==> src/rtl/axil_cmd_master.sv <==
// AXI-Lite initiator: turns one command word into one AXI-Lite write or read
// and returns the slave's response on a registered response port.
module axil_cmd_master #(
  parameter int unsigned C_AXI_ADDR_WIDTH = 4,
  parameter bit          OPT_LOWPOWER     = 1'b0
) (
  input  logic                        m_axi_aclk,
  input  logic                        m_axi_aresetn,

  input  logic                        cmd_valid,
  output logic                        cmd_ready,
  input  logic                        cmd_write,
  input  logic [C_AXI_ADDR_WIDTH-1:0] cmd_addr,
  input  logic [31:0]                 cmd_wdata,
  input  logic [3:0]                  cmd_wstrb,

  output logic                        rsp_valid,
  input  logic                        rsp_ready,
  output logic                        rsp_write,
  output logic [1:0]                  rsp_resp,
  output logic [31:0]                 rsp_rdata,

  output logic                        m_axi_awvalid,
  input  logic                        m_axi_awready,
  output logic [C_AXI_ADDR_WIDTH-1:0] m_axi_awaddr,
  output logic [2:0]                  m_axi_awprot,

  output logic                        m_axi_wvalid,
  input  logic                        m_axi_wready,
  output logic [31:0]                 m_axi_wdata,
  output logic [3:0]                  m_axi_wstrb,

  input  logic                        m_axi_bvalid,
  output logic                        m_axi_bready,
  input  logic [1:0]                  m_axi_bresp,

  output logic                        m_axi_arvalid,
  input  logic                        m_axi_arready,
  output logic [C_AXI_ADDR_WIDTH-1:0] m_axi_araddr,
  output logic [2:0]                  m_axi_arprot,

  input  logic                        m_axi_rvalid,
  output logic                        m_axi_rready,
  input  logic [31:0]                 m_axi_rdata,
  input  logic [1:0]                  m_axi_rresp
);

  localparam int unsigned AW = C_AXI_ADDR_WIDTH;
  localparam int unsigned DW = 32;
  localparam int unsigned SW = DW / 8;

  typedef enum logic [2:0] {
    IDLE   = 3'd0,
    WR     = 3'd1,
    WAIT_B = 3'd2,
    RD     = 3'd3,
    WAIT_R = 3'd4,
    RESP   = 3'd5
  } state_t;

  state_t        state;
  logic [AW-1:0] addr_al;
  logic          aw_fin;
  logic          w_fin;

  assign m_axi_awprot = 3'b000;
  assign m_axi_arprot = 3'b000;

  // Word-aligned command address.
  assign addr_al = {cmd_addr[AW-1:2], 2'b00};

  // A channel is finished once its valid has dropped or it handshakes now.
  assign aw_fin = !m_axi_awvalid || m_axi_awready;
  assign w_fin  = !m_axi_wvalid  || m_axi_wready;

  always_ff @(posedge m_axi_aclk or negedge m_axi_aresetn) begin
    if (!m_axi_aresetn) begin
      state         <= IDLE;
      cmd_ready     <= 1'b1;
      rsp_valid     <= 1'b0;
      rsp_write     <= 1'b0;
      rsp_resp      <= 2'b00;
      rsp_rdata     <= '0;
      m_axi_awvalid <= 1'b0;
      m_axi_awaddr  <= '0;
      m_axi_wvalid  <= 1'b0;
      m_axi_wdata   <= '0;
      m_axi_wstrb   <= '0;
      m_axi_bready  <= 1'b0;
      m_axi_arvalid <= 1'b0;
      m_axi_araddr  <= '0;
      m_axi_rready  <= 1'b0;
    end else begin
      case (state)
        IDLE: begin
          if (cmd_valid) begin
            cmd_ready <= 1'b0;
            if (cmd_write) begin
              state         <= WR;
              m_axi_awvalid <= 1'b1;
              m_axi_wvalid  <= 1'b1;
              m_axi_awaddr  <= addr_al;
              m_axi_wdata   <= cmd_wdata;
              m_axi_wstrb   <= SW'(cmd_wstrb);
            end else begin
              state         <= RD;
              m_axi_arvalid <= 1'b1;
              m_axi_araddr  <= addr_al;
            end
          end
        end

        WR: begin
          if (m_axi_awvalid && m_axi_awready) begin
            m_axi_awvalid <= 1'b0;
            if (OPT_LOWPOWER) m_axi_awaddr <= '0;
          end
          if (m_axi_wvalid && m_axi_wready) begin
            m_axi_wvalid <= 1'b0;
            if (OPT_LOWPOWER) m_axi_wdata <= '0;
          end
          if (aw_fin && w_fin) begin
            state        <= WAIT_B;
            m_axi_bready <= 1'b1;
          end
        end

        WAIT_B: begin
          if (m_axi_bvalid) begin
            state        <= RESP;
            m_axi_bready <= 1'b0;
            rsp_valid    <= 1'b1;
            rsp_write    <= 1'b1;
            rsp_resp     <= m_axi_bresp;
            rsp_rdata    <= '0;
          end
        end

        RD: begin
          if (m_axi_arready) begin
            state         <= WAIT_R;
            m_axi_arvalid <= 1'b0;
            m_axi_rready  <= 1'b1;
            if (OPT_LOWPOWER) m_axi_araddr <= '0;
          end
        end

        WAIT_R: begin
          if (m_axi_rvalid) begin
            state        <= RESP;
            m_axi_rready <= 1'b0;
            rsp_valid    <= 1'b1;
            rsp_write    <= 1'b0;
            rsp_resp     <= m_axi_rresp;
            rsp_rdata    <= m_axi_rdata;
          end
        end

        RESP: begin
          // cmd_ready rises only after the response handshake edge.
          if (rsp_ready) begin
            state     <= IDLE;
            rsp_valid <= 1'b0;
            cmd_ready <= 1'b1;
            if (OPT_LOWPOWER) rsp_rdata <= '0;
          end
        end

        default: begin
          state     <= IDLE;
          cmd_ready <= 1'b1;
        end
      endcase
    end
  end

endmodule

==> config.mk <==
export PLATFORM = sky130hd
export DESIGN_NAME = axil_cmd_master
export DESIGN_NICKNAME = d
export VERILOG_FILES = /design/src/rtl/axil_cmd_master.sv
export SDC_FILE = /design/constraint.sdc
export NUM_CORES = 1
export LEC_CHECK = 0
export BUFFER_PORTS_ARGS = -buffer_cell sky130_fd_sc_hd__buf_2
export CAP_MARGIN = 20
export CELL_PAD_IN_SITES_DETAIL_PLACEMENT = 1
export CELL_PAD_IN_SITES_GLOBAL_PLACEMENT = 1
export CORE_MARGIN = 4
export CORE_UTILIZATION = 38
export CTS_CLUSTER_SIZE = 20
export DETAILED_ROUTE_END_ITERATION = 10
export PLACE_DENSITY_LB_ADDON = 0.1
export SLEW_MARGIN = 15
export SYNTH_ARGS = -nofsm -noshare
export SYNTH_HDL_FRONTEND = slang
export SYNTH_SLANG_ARGS = --single-unit
==> constraint.sdc <==
create_clock -name m_axi_aclk -period 3.5 [get_ports m_axi_aclk]
set_clock_uncertainty 0.15 [all_clocks]
set_input_delay 0.525 -clock m_axi_aclk [delete_from_list [all_inputs] [get_ports m_axi_aclk]]
set_output_delay 0.525 -clock m_axi_aclk [all_outputs]
set_load 0.05 [all_outputs]
==> impl_metrics.tcl <==
set metrics [dict create \
    synthAdderAreaFrac_pct 0 \
    first_pass_iters 4 \
    cts_max_level 3 \
    place_congestion 0.692 \
    antenna_found_initial 0 \
    synth.distinct_cells 32 \
    synth_top_family_by_area "multiplexers" \
    setup_viol 0 \
    clockBufferDepth 2 \
    final_nets 493 \
    synth_edf_count 0 \
    clock.fmax_ghz 0.381 \
    muxShareOfSynthArea_pct 16.2 \
    die_x_um 104 \
    netlist_top_cells_count "84 x dfrtp_1, 33 x a22o_1, 24 x mux2_2" \
    worstMarginPinSlew_ns 0.832 \
    post-place-ws_ns 0.831 \
    first_iter_violations 47 \
    yosysMostFrequentCell "dfrtp_1" \
    cts.repair.resized 0 \
    viasPerCell 5.04 \
    yosys.area_share.simple_pct 4.42 \
    critPathSlowestCell "nand4_2" \
    cp_max_fo 23 \
    placement_rows 34 \
    cp_data_arrival_time_ns 2.71 \
    netlist_area_um2 3510 \
    initial_core_util_pct 39.7 \
    core_area_um2 8850 \
    wl_per_cell_um 17.5 \
    synth_top_area_share_pct 59.9 \
    yosys.area.top_type "dfrtp_1" \
    dp_hpwl_um 6660 \
    grt_usage_pct 16.8 \
    final_antenna_net_count 0 \
    root_buffer "clkbuf_8" \
    finalCritPeriodShare_pct 75.0 \
    cts_hold_buf 0 \
    die_area_um2 10800 \
    ys_ff_latch 85 \
    synthFlopType "dfrtp_1" \
    slowest_delay_ns 0.68 \
    cts_tree "yes" \
    finalSetupTns_ns 0 \
    syn_inst 241 \
    antenna_cells 0 \
    dr_total_vias 2620 \
    min_period_ns 2.62 \
    grt_pass1_wl_um 14600 \
    hold_path_class "input pin to async pin" \
    seq_area_frac_synth_pct 60.6 \
    synth_compound_area_share_pct 13.3 \
    rsz0062_at_grt "false" \
    grt_overflow 0 \
    run_status "finished, final reports clean" \
    clock-sinks 85 \
    cp.required_ns 3.59 \
    report.final.slew_viol_count 0 \
    synth_area_leaders "dfrtp_1 60%, mux2_4 8.6%, a22o_1 8.2%" \
    pin_count 178 \
    avgSynthCellArea_um2 14.6 \
    syn2layout_area_growth_pct 30.6 \
    maxSlewHeadroom_pct 44.4 \
    grt_pass1_vias 2748 \
    worstSkewPairLatency_ns 0.35 \
    postSynth.asyncResetShare_pct 100 \
    yosys.area_share.xor_xnor_pct 0 \
    cp-end-kind "register" \
    cts_inserted_buffers 9 \
    critical_path_class "register to register" \
    post_cts_buffers 0 \
    clk_pin_slew_ns 0.09 \
    drv_cap 0 \
    fin_ws_ns 0.876 \
    hold_violations 0 \
    die_y_um 104 \
    portBuffers 165 \
    start_kind "register" \
    grt_max_degree 86 \
    yosysWarnings 0 \
    path_cells "nor2_4 -> nand4_2 -> buf_4 -> mux2_4" \
    drive_gt1_share_pct 57.3 \
    drc 0 \
    wl_um 9090 \
]
critical path, delay by kind of cell, from the launching register on:
kind / cells / cell delay (ns)
buf+inv: 1 / 0.48
flops: 1 / 0.60
simple gates: 2 / 0.96
mux: 1 / 0.31
stage by stage:
| stage | instance area [µm²] | std cells | util [%] | hold slack (ns) |
|---|---|---|---|---|
| finish | 4590 | 520 | 51.8 | 0.0685 |
| global route | 4590 | 520 | 51.8 | 0.138 |
| CTS | 4580 | 520 | 51.8 | 0.225 |
| detailed placement | 4370 | 504 | 49.4 | 0.329 |
| global placement | 4370 | 504 | 49.4 | 0.319 |
| floorplan | 3550 | 250 | - | 0.0794 |
cell families after synthesis:
| logic type | after synthesis |
|---|---|
| muxes | 44 |
| other | 1 |
| AOI/OAI and AO/OA | 60 |
| and+or+nand+nor | 24 |
| buffers and inverters | 27 |
| DFF | 85 |
state kept, by name (all words and copies together) (netlist names):
register,count
m_axi_awaddr,2
state,3
m_axi_wstrb,4
rsp_resp,2
m_axi_araddr,2
m_axi_arvalid,1
m_axi_bready,1
m_axi_rready,1
rsp_rdata,32
m_axi_awvalid,1
rsp_write,1
m_axi_wdata,32
rsp_valid,1
m_axi_wvalid,1
cmd_ready,1
per-layer routing:
| layer | global-route usage (%) | vias to the layer above | wire length [µm] |
|---|---|---|---|
| li1 | - | 1187 | - |
| met1 | 20.9 | 1323 | 3860 |
| met2 | 28.4 | 100 | 4530 |
| met3 | 4.35 | 10 | 581 |
| met4 | 5.98 | 0 | 125 |
| met5 | 0 | - | 0 |
final timing paths:
path,start,to,slack [ns],depth (start not counted)
setup / recovery,state[1]$_DFFE_PN0P_,m_axi_wdata[15]$_DFFE_PN0P_,0.88,4
hold / removal,m_axi_aresetn,rsp_rdata[12]$_DFFE_PN0P_,0.07,1
setup reg to reg,state[1]$_DFFE_PN0P_,m_axi_wdata[15]$_DFFE_PN0P_,0.88,4
hold reg to reg,cmd_ready$_DFFE_PN1P_,cmd_ready$_DFFE_PN1P_,0.34,2
max in group asynchronous,m_axi_aresetn,m_axi_wdata[26]$_DFFE_PN0P_,2.61,1
min in group m_axi_aclk,cmd_wdata[24],m_axi_wdata[24]$_DFFE_PN0P_,0.25,2
placed cells by master (no fill, tap or decap), types with 2 or more instances in the layout:
master / n
a21oi_1: 4
a22o_1: 33
a31oi_1: 5
and3b_1: 2
buf_2: 164
buf_4: 5
clkbuf_8: 10
clkinvlp_4: 3
conb_1: 10
dfrtp_1: 84
inv_1: 3
inv_6: 2
mux2_2: 24
mux2_4: 20
nand2_1: 6
nand2b_1: 9
o21ai_0: 9
o2bb2ai_1: 2
cell type report:
cell class	instances	area (µm²)
clock buffers	10	138
well taps	108	135
repair buffers	170	870
inverters	3	11.3
fillers	995	4260
multi-input cells	138	1230
flip-flops and latches	85	2130
clock inverters	6	70.1
Power is not shown: default switching activity piles up to over one toggle a cycle in this logic, so the estimate is an artifact.
